$ cat src/rtl/la_trace_decoder_if.sv
`timescale 1ns/1ps
// Trace-stream and sample-port bundle for the trace decoder.
// master: the upstream/downstream fabric side. slave: the decoder side.
interface la_trace_decoder_if #(
  parameter int pDATA_WIDTH = 32,
  parameter int pLA_WIDTH   = 24
);
  logic [pDATA_WIDTH-1:0] s_tdata;
  logic                   s_tvalid;
  logic                   s_tready;
  logic                   s_tlast;
  logic [1:0]             s_tuser;
  logic [pLA_WIDTH-1:0]   wave_data;
  logic                   wave_gap;
  logic                   wave_valid;
  logic                   wave_ready;

  modport master (
    output s_tdata, s_tvalid, s_tlast, s_tuser, wave_ready,
    input  s_tready, wave_data, wave_gap, wave_valid
  );

  modport slave (
    input  s_tdata, s_tvalid, s_tlast, s_tuser, wave_ready,
    output s_tready, wave_data, wave_gap, wave_valid
  );
endinterface

$ cat src/rtl/la_trace_decoder.sv
`timescale 1ns/1ps
// Run-length trace decoder: expands {rc, la_data} words into one sample per
// repeat on a ready/valid port. All-zero words become single gap markers;
// rc=0 with non-zero data is malformed and only raises a sticky error.
module la_trace_decoder #(
  parameter int pDATA_WIDTH = 32,
  parameter int pLA_WIDTH   = 24,
  parameter int pRC_WIDTH   = 8
) (
  input  logic                 axis_clk,
  input  logic                 axis_rst,
  input  logic                 dec_enable,
  la_trace_decoder_if.slave    bus,
  output logic [15:0]          pkt_count,
  output logic [15:0]          burst_count,
  output logic [31:0]          sample_count,
  output logic                 err_zero_rc
);

  logic [pRC_WIDTH-1:0] rem_q,    rem_d;
  logic [pLA_WIDTH-1:0] data_q,   data_d;
  logic                 gap_q,    gap_d;
  logic [15:0]          pkt_q,    pkt_d;
  logic [15:0]          burst_q,  burst_d;
  logic [31:0]          sample_q, sample_d;
  logic                 err_q,    err_d;

  logic                 busy;
  logic                 accept;
  logic                 handshake;
  logic [pRC_WIDTH-1:0] word_rc;
  logic [pLA_WIDTH-1:0] word_data;
  logic                 unused_tuser;

  assign unused_tuser = ^bus.s_tuser;

  assign word_rc   = bus.s_tdata[pDATA_WIDTH-1 -: pRC_WIDTH];
  assign word_data = bus.s_tdata[pLA_WIDTH-1:0];

  // Ready opens on the last pending sample so consecutive runs have no bubble.
  assign busy         = (rem_q != '0);
  assign bus.s_tready = dec_enable &
                        (!busy | ((rem_q == pRC_WIDTH'(1)) & bus.wave_ready));
  assign accept       = bus.s_tvalid & bus.s_tready;
  assign handshake    = busy & bus.wave_ready;

  assign bus.wave_valid = busy;
  assign bus.wave_data  = data_q;
  assign bus.wave_gap   = gap_q;
  assign pkt_count      = pkt_q;
  assign burst_count    = burst_q;
  assign sample_count   = sample_q;
  assign err_zero_rc    = err_q;

  // Next state: flush when disabled, otherwise a load overrides the decrement.
  always_comb begin
    rem_d    = rem_q;
    data_d   = data_q;
    gap_d    = gap_q;
    pkt_d    = pkt_q;
    burst_d  = burst_q;
    sample_d = sample_q;
    err_d    = err_q;
    if (!dec_enable) begin
      rem_d    = '0;
      data_d   = '0;
      gap_d    = 1'b0;
      pkt_d    = '0;
      burst_d  = '0;
      sample_d = '0;
      err_d    = 1'b0;
    end else begin
      if (handshake) begin
        rem_d = rem_q - pRC_WIDTH'(1);
        if (sample_q != 32'hFFFF_FFFF) begin
          sample_d = sample_q + 32'd1;
        end
      end
      if (accept) begin
        pkt_d = pkt_q + 16'd1;
        if (bus.s_tlast) begin
          burst_d = burst_q + 16'd1;
        end
        if (bus.s_tdata == '0) begin
          rem_d  = pRC_WIDTH'(1);
          data_d = '0;
          gap_d  = 1'b1;
        end else if (word_rc == '0) begin
          rem_d = '0;
          err_d = 1'b1;
        end else begin
          rem_d  = word_rc;
          data_d = word_data;
          gap_d  = 1'b0;
        end
      end
    end
  end

  // State registers, cleared asynchronously on reset.
  always_ff @(posedge axis_clk or posedge axis_rst) begin
    if (axis_rst) begin
      rem_q    <= '0;
      data_q   <= '0;
      gap_q    <= 1'b0;
      pkt_q    <= '0;
      burst_q  <= '0;
      sample_q <= '0;
      err_q    <= 1'b0;
    end else begin
      rem_q    <= rem_d;
      data_q   <= data_d;
      gap_q    <= gap_d;
      pkt_q    <= pkt_d;
      burst_q  <= burst_d;
      sample_q <= sample_d;
      err_q    <= err_d;
    end
  end

endmodule

$ cat src/flat_wrapper.sv
// flat-port wrapper written by rule: the top's interface ports become plain ports
module la_trace_decoder_flat 
#(
  parameter int pDATA_WIDTH = 32,
  parameter int pLA_WIDTH   = 24,
  parameter int pRC_WIDTH   = 8
)
  (axis_clk, axis_rst, dec_enable, pkt_count, burst_count, sample_count, err_zero_rc, bus_s_tdata, bus_s_tvalid, bus_s_tlast, bus_s_tuser, bus_wave_ready, bus_s_tready, bus_wave_data, bus_wave_gap, bus_wave_valid);
  la_trace_decoder_if #(.pDATA_WIDTH(pDATA_WIDTH), .pLA_WIDTH(pLA_WIDTH)) bus_i ();
  input  logic axis_clk;
  input  logic axis_rst;
  input  logic dec_enable;
  output logic [15:0] pkt_count;
  output logic [15:0] burst_count;
  output logic [31:0] sample_count;
  output logic err_zero_rc;
  input wire logic [$bits(bus_i.s_tdata)-1:0] bus_s_tdata;
  input wire logic [$bits(bus_i.s_tvalid)-1:0] bus_s_tvalid;
  input wire logic [$bits(bus_i.s_tlast)-1:0] bus_s_tlast;
  input wire logic [$bits(bus_i.s_tuser)-1:0] bus_s_tuser;
  input wire logic [$bits(bus_i.wave_ready)-1:0] bus_wave_ready;
  output wire logic [$bits(bus_i.s_tready)-1:0] bus_s_tready;
  output wire logic [$bits(bus_i.wave_data)-1:0] bus_wave_data;
  output wire logic [$bits(bus_i.wave_gap)-1:0] bus_wave_gap;
  output wire logic [$bits(bus_i.wave_valid)-1:0] bus_wave_valid;
  assign bus_i.s_tdata = bus_s_tdata;
  assign bus_i.s_tvalid = bus_s_tvalid;
  assign bus_i.s_tlast = bus_s_tlast;
  assign bus_i.s_tuser = bus_s_tuser;
  assign bus_i.wave_ready = bus_wave_ready;
  assign bus_s_tready = bus_i.s_tready;
  assign bus_wave_data = bus_i.wave_data;
  assign bus_wave_gap = bus_i.wave_gap;
  assign bus_wave_valid = bus_i.wave_valid;
  la_trace_decoder #(.pDATA_WIDTH(pDATA_WIDTH), .pLA_WIDTH(pLA_WIDTH), .pRC_WIDTH(pRC_WIDTH)) u_core (.axis_clk(axis_clk), .axis_rst(axis_rst), .dec_enable(dec_enable), .bus(bus_i), .pkt_count(pkt_count), .burst_count(burst_count), .sample_count(sample_count), .err_zero_rc(err_zero_rc));
endmodule
$ cat config.mk
export PLATFORM = sky130hd
export DESIGN_NAME = la_trace_decoder_flat
export DESIGN_NICKNAME = d
export VERILOG_FILES = /design/src/rtl/la_trace_decoder_if.sv /design/src/rtl/la_trace_decoder.sv /design/src/flat_wrapper.sv
export SDC_FILE = /design/constraint.sdc
export NUM_CORES = 1
export LEC_CHECK = 0
export CAP_MARGIN = 20
export CORE_ASPECT_RATIO = 0.7
export CORE_MARGIN = 5
export CORE_UTILIZATION = 40
export CTS_BUF_LIST = sky130_fd_sc_hd__clkbuf_8
export CTS_CLUSTER_DIAMETER = 150
export CTS_CLUSTER_SIZE = 14
export DETAILED_ROUTE_END_ITERATION = 10
export GPL_TIMING_DRIVEN = 1
export PLACE_DENSITY = 0.68
export SETUP_SLACK_MARGIN = 0.3
export SYNTH_ARGS = -nofsm -noshare
export SYNTH_HDL_FRONTEND = slang
export SYNTH_SLANG_ARGS = --single-unit
$ cat constraint.sdc
create_clock -name axis_clk -period 7.9 [get_ports axis_clk]
set_input_delay 0.79 -clock axis_clk [delete_from_list [all_inputs] [get_ports axis_clk]]
set_output_delay 0.79 -clock axis_clk [all_outputs]
set_load 0.005 [all_outputs]
Word-level counts from Yosys, hierarchy flattened
Cells that the tools add are included.
{"block": "classes", "n_addsub": 4, "n_eq_ne": 10, "mux": 25, "bitwise_logic": 5, "n_reduce_logical": 8}
{"op": "24-bit 2-to-1 mux", "n": 4}
{"op": "32-bit 2-to-1 mux", "n": 3}
{"op": "16-bit 2-to-1 mux", "n": 5}
{"op": "8-bit 2-to-1 mux", "n": 5}
{"op": "16-bit by 1-bit adder with 16-bit output (second input constant)", "n": 2}
{"op": "32-bit by 1-bit adder with 32-bit output (second input constant)", "n": 1}
{"op": "32-bit logical NOT", "n": 1}
{"op": "32-bit inequality test (second input constant)", "n": 1}
{"op": "2-bit by 1-bit inequality test with 1-bit output (second input constant)", "n": 5}
{"op": "8-bit by 1-bit == test with 1-bit output (second input constant)", "n": 1}
{"op": "8-bit logical NOT", "n": 1}
{"op": "1-bit 2-to-1 mux", "n": 8}
{"op": "8-bit nonzero test", "n": 1}
{"op": "8-bit by 1-bit subtractor with 8-bit output (second input constant)", "n": 1}
{"op": "2-bit AND reduction", "n": 3}
{"op": "1-bit AND", "n": 4}
{"op": "3-bit by 1-bit inequality test with 1-bit output (second input constant)", "n": 1}
{"op": "3-bit by 2-bit inequality test with 1-bit output (second input constant)", "n": 1}
{"op": "3-bit AND reduction", "n": 1}
{"op": "2-bit inequality test (second input constant)", "n": 1}
{"op": "1-bit logical NOT", "n": 1}
{"op": "1-bit bitwise OR", "n": 1}
{"block": "word_totals", "ff_bits": 98, "input_bits": 40, "elab_cells": 59}

Logic depth before layout (Yosys ltp)
{"block": "depth", "ltp_word": 7, "depth_mapped": 9, "depth_no_buf": 7}

Least setup slack after synthesis
OpenSTA, ideal clock, no wires.
{"block": "synth_path", "kind": "in2reg", "start": "input dec_enable", "end": "register u_core.sample_q[27] (netlist: u_core.sample_count[27])", "setup_time_ns": 0.078, "arrival_time_ns": 2.375, "required_time_ns": 7.822, "setup_slack_ns": 5.447, "cell_stages": 7, "n_path_buf": 2, "cell_sequence": "clkbuf_1 nor4bb_1 a21oi_1 nand2_1 clkbuf_1 or4_1 a21oi_1"}
{"block": "synth_between", "elab_chain_cells": 2}
{"element": "start, declared", "line": "flat_wrapper.sv:12", "rtl": "input logic dec_enable;"}
{"element": "2-bit by 1-bit inequality test with 1-bit output (no source line)"}
{"element": "2-bit AND reduction (no source line)"}
{"element": "end signal, assigned", "line": "la_trace_decoder.sv:116", "rtl": "sample_q <= sample_d;"}
{"element": "end, declared", "line": "la_trace_decoder.sv:25", "rtl": "logic [31:0] sample_q, sample_d;"}
Parallel ways exist; a longest one is shown, timed or not.
A chain may end at the register's enable or synchronous reset.

Worst setup path in the final report
{"block": "layout_path", "start": "input dec_enable", "end": "output bus_s_tready"}
{"block": "layout_between", "elab_chain_cells": 1}
{"element": "1-bit AND", "line": "la_trace_decoder.sv:42", "rtl": "assign bus.s_tready = dec_enable &"}
{"element": "end, declared", "line": "flat_wrapper.sv:22", "rtl": "output wire logic [$bits(bus_i.s_tready)-1:0] bus_s_tready;"}
Every way passes these cells.

==> results.md <==
* RSZ-0062 raised after global routing: false
* PwrDens at 195 nW/um^2
* GPL Wtd Cong at 0.816
* Share of the synthesized area in the top cell type at 47.8%
* Syn avg cell area at 9.08 um^2
* Crit-path max FO at 79
* Max Root-Sink Buffers at 2
* Tcrit/Tclk final at 45.1%
* Non-Filler Instances at 844
* Crit Path Class: in2out
* Synthesized flop and latch total at 98
* Via count at 4815
* Max stage delay on crit path at 0.57 ns
* Die Area at 15200 um^2
* Final nets at 722
* CP Capture Type: primary output
* Syn Inst Count at 565
* Die Wd at 145 um
* Clock Latency Late Sink at 0.37 ns
* Antenna violations before repair at 1
* Min cycle time layout at 3.56 ns
* CP arrival at 2.77 ns
* Initial Util at 41.0%
* Worst-Margin Slew at 1.10 ns
* Worst EP required at 7.11 ns
* Top post-synthesis cells by area: dfrtp_1, nand2_1, nand4_1
* Post-cts hold buffer count at 0
* Distinct cell type count after synthesis at 45
* Final Hold Violating Endpoints at 0
* Reg clk slew, reported paths at 0.09 ns
* Rel. slew slack at 27.0%
* Leakage at 2.63 nW
* Skew final at 0.0132 ns
* Setup TNS at 0 ns
* Total Wirelength at 14200 um
* Hold WC Path Type: reg2reg
* Seq/Total Area, Yosys at 47.8%
* Placed Cells at 828
* Status: complete, no violations
* DRT Pass-1 Iters at 5
* DIE HEIGHT at 105 um
* Fin. max-slew vios at 0
* Worst path most repeated cell: buf_4
* H-tree Lvls at 3
* First-pass GRT wire length at 24000 um
* Synth area leader: dfrtp_1
* Vias per cell at 5.70
* Largest net degree at the start of global routing at 80
* Post-CTS resize count at 0
* TritonCTS clock tree: built
* Detailed Place HPWL at 10000 um
* Fraction of layout cells with a size suffix above 1 at 4.25%
* Routed WL per cell at 16.9 um
* Syn_nets at 610
* Ports at 132
* Tot GR Track Use at 18.7%
* Critical path cell sequence: buf_2 > buf_4 > inv_1 > buf_4 > nor4_1 > clkdlybuf4s50_1
* Vias in the first global route at 4734
* Area grow syn2layout at 31.1%
* CORE AREA at 12500 um^2
* Rows at 34
* Post-Syn Area at 5130 um^2
* Fmax at 281 MHz
* Ys Warns at 0
* Worst Setup Start Kind: primary input
* ANT cells at 0
* Number of max-cap violations at 0
* Clock Sinks at 98
* DR DRC count at 0
* Initial DRC count at 280
* CTS Buf Count at 9
* Setup violators final at 0
* IO buf count at 129
* Number of post-CTS setup repair buffers at 0
* Routed Antenna Nets at 0
* Root Driver: clkbuf_8
* VDD IR-drop max at 0.0836 mV
* Congestion Overflow GR at 0
* Crit-path slowest cell: buf_4
## placed cells by master, fill, tap and decap left out, types with 2 or more instances in the layout
cell / Yosys / final
buf_4: 0 / 5
and3_1: 9 / 9
nand4_1: 43 / 43
and4_1: 5 / 5
clkbuf_8: 0 / 11
dfrtp_1: 98 / 98
or4_1: 13 / 13
nor2_1: 38 / 38
o211ai_1: 2 / 2
inv_1: 8 / 8
o21ai_0: 42 / 42
a21oi_1: 30 / 30
nor3_1: 11 / 11
nand2_1: 77 / 77
nor4_1: 18 / 18
and2_1: 5 / 5
clkdlybuf4s50_1: 0 / 128
or2_2: 2 / 2
xnor2_1: 7 / 7
nand2b_1: 8 / 8
o21a_1: 2 / 2
clkinvlp_4: 0 / 2
a211oi_1: 2 / 2
xor2_1: 21 / 21
a21o_1: 2 / 2
nor4_4: 2 / 2
o31ai_1: 9 / 9
nand3_1: 31 / 31
mux2i_1: 14 / 14
or3_1: 13 / 13
ha_1: 5 / 5
## state kept, by name, summed over array words and instances (netlist names)
register,flops
u_core.burst_count,16
u_core.sample_count,32
u_core.rem_q,8
u_core.bus.wave_gap,1
u_core.err_zero_rc,1
u_core.bus.wave_data,24
u_core.pkt_count,16
## cell families (layout without fill, tap and decap cells)
family	count (synthesis)	in the layout	synth area share [%]
compound gates	99	99	11.1
xor+xnor	28	28	4.78
fa+ha+maj	5	5	1.22
buf+inv	41	158	3.32
flops	98	98	47.8
mux	14	14	2.73
simple gates	280	280	29.0
## synth_stat cells
| library cell | number |
|---|---|
| o41ai_1 | 1 |
| nand4_2 | 1 |
| clkbuf_1 | 19 |
| a21o_1 | 2 |
| o21ai_1 | 1 |
| nand2b_1 | 8 |
| or2_2 | 2 |
| o311a_1 | 1 |
| o31ai_1 | 9 |
| nor4_1 | 18 |
| o21ai_0 | 42 |
| nor4bb_1 | 1 |
| buf_1 | 1 |
| or3b_2 | 1 |
| xnor2_1 | 7 |
| ha_1 | 5 |
| nand3_1 | 31 |
| a21oi_1 | 30 |
| nor2b_1 | 1 |
| a221oi_1 | 1 |
| o211ai_1 | 2 |
| mux2i_1 | 14 |
| a31o_2 | 1 |
| and2_1 | 5 |
| o311ai_0 | 1 |
| o2111ai_1 | 1 |
| nand4_1 | 43 |
| inv_1 | 8 |
| or3_1 | 13 |
| nor4_4 | 2 |
| nor3_1 | 11 |
| o21a_1 | 2 |
| a31oi_1 | 1 |
| a211oi_1 | 2 |
| and4_1 | 5 |
| and3_1 | 9 |
| dfrtp_1 | 98 |
| nor2_1 | 38 |
| xor2_1 | 21 |
| buf_2 | 13 |
| or4_1 | 13 |
| nand2_1 | 77 |
| o21bai_1 | 1 |
| nand4bb_1 | 1 |
| a2111oi_0 | 1 |
## cell type report
| cell class | count | area [um^2] |
|---|---|---|
| multi-input cells | 426 | 2500 |
| inverters | 8 | 32.5 |
| repair buffers | 134 | 1320 |
| flip-flops and latches | 98 | 2450 |
| well taps | 162 | 203 |
| clock buffers | 11 | 151 |
| fillers | 1142 | 5790 |
| clock inverters | 5 | 53.8 |
## metal layers
layer  vias to the layer above  global-route usage (%)  wire, um
met5                         -                       0        11
met4                         2                    5.73       269
met3                        26                    4.89       899
met2                       161                    28.7      6480
met1                      2329                    26.0      6580
li1                       2297                       -         -
## power by group
group	switching, mW	internal [mW]
clock	0.172	0.162
sequential	0.0487	0.550
combinational	0.208	0.170
total	0.429	0.882
## stage by stage
stage / power [mW] / area [um^2] / hold WS [ns] / utilization, % / setup WS (ns)
2_1_floorplan: 0.822 / 5130 / 0.487 / - / 4.55
3_3_place_gp: 0.975 / 6520 / 0.475 / 52.1 / 4.29
3_5_place_dp: 0.985 / 6520 / 0.487 / 52.1 / 4.28
4_1_cts: 1.32 / 6720 / 0.507 / 53.7 / 4.28
5_1_grt: 1.39 / 6720 / 0.534 / 53.7 / 4.15
6_report: 1.31 / 6720 / 0.503 / 53.7 / 4.34
## worst paths after layout
check	from	end	slack, ns	cells past startpoint
setup / recovery	dec_enable	bus_s_tready	4.34	6
hold / removal	u_core.err_zero_rc$_DFFE_PP0P_	u_core.err_zero_rc$_DFFE_PP0P_	0.50	1
setup reg to reg	u_core.rem_q[4]$_DFFE_PP0P_	u_core.bus.wave_data[12]$_DFFE_PP0P_	4.90	5
hold reg to reg	u_core.err_zero_rc$_DFFE_PP0P_	u_core.err_zero_rc$_DFFE_PP0P_	0.50	1
max in group asynchronous	axis_rst	u_core.sample_count[5]$_DFFE_PP0P_	5.94	3
min in group asynchronous	axis_rst	u_core.pkt_count[7]$_DFFE_PP0P_	0.75	2
## critical path, delay by kind of cell
| family | cells | cell delay (ns) |
|---|---|---|
| buf+inv | 5 | 1.62 |
| simple gates | 1 | 0.33 |
Power figures use the tool's default switching activity.
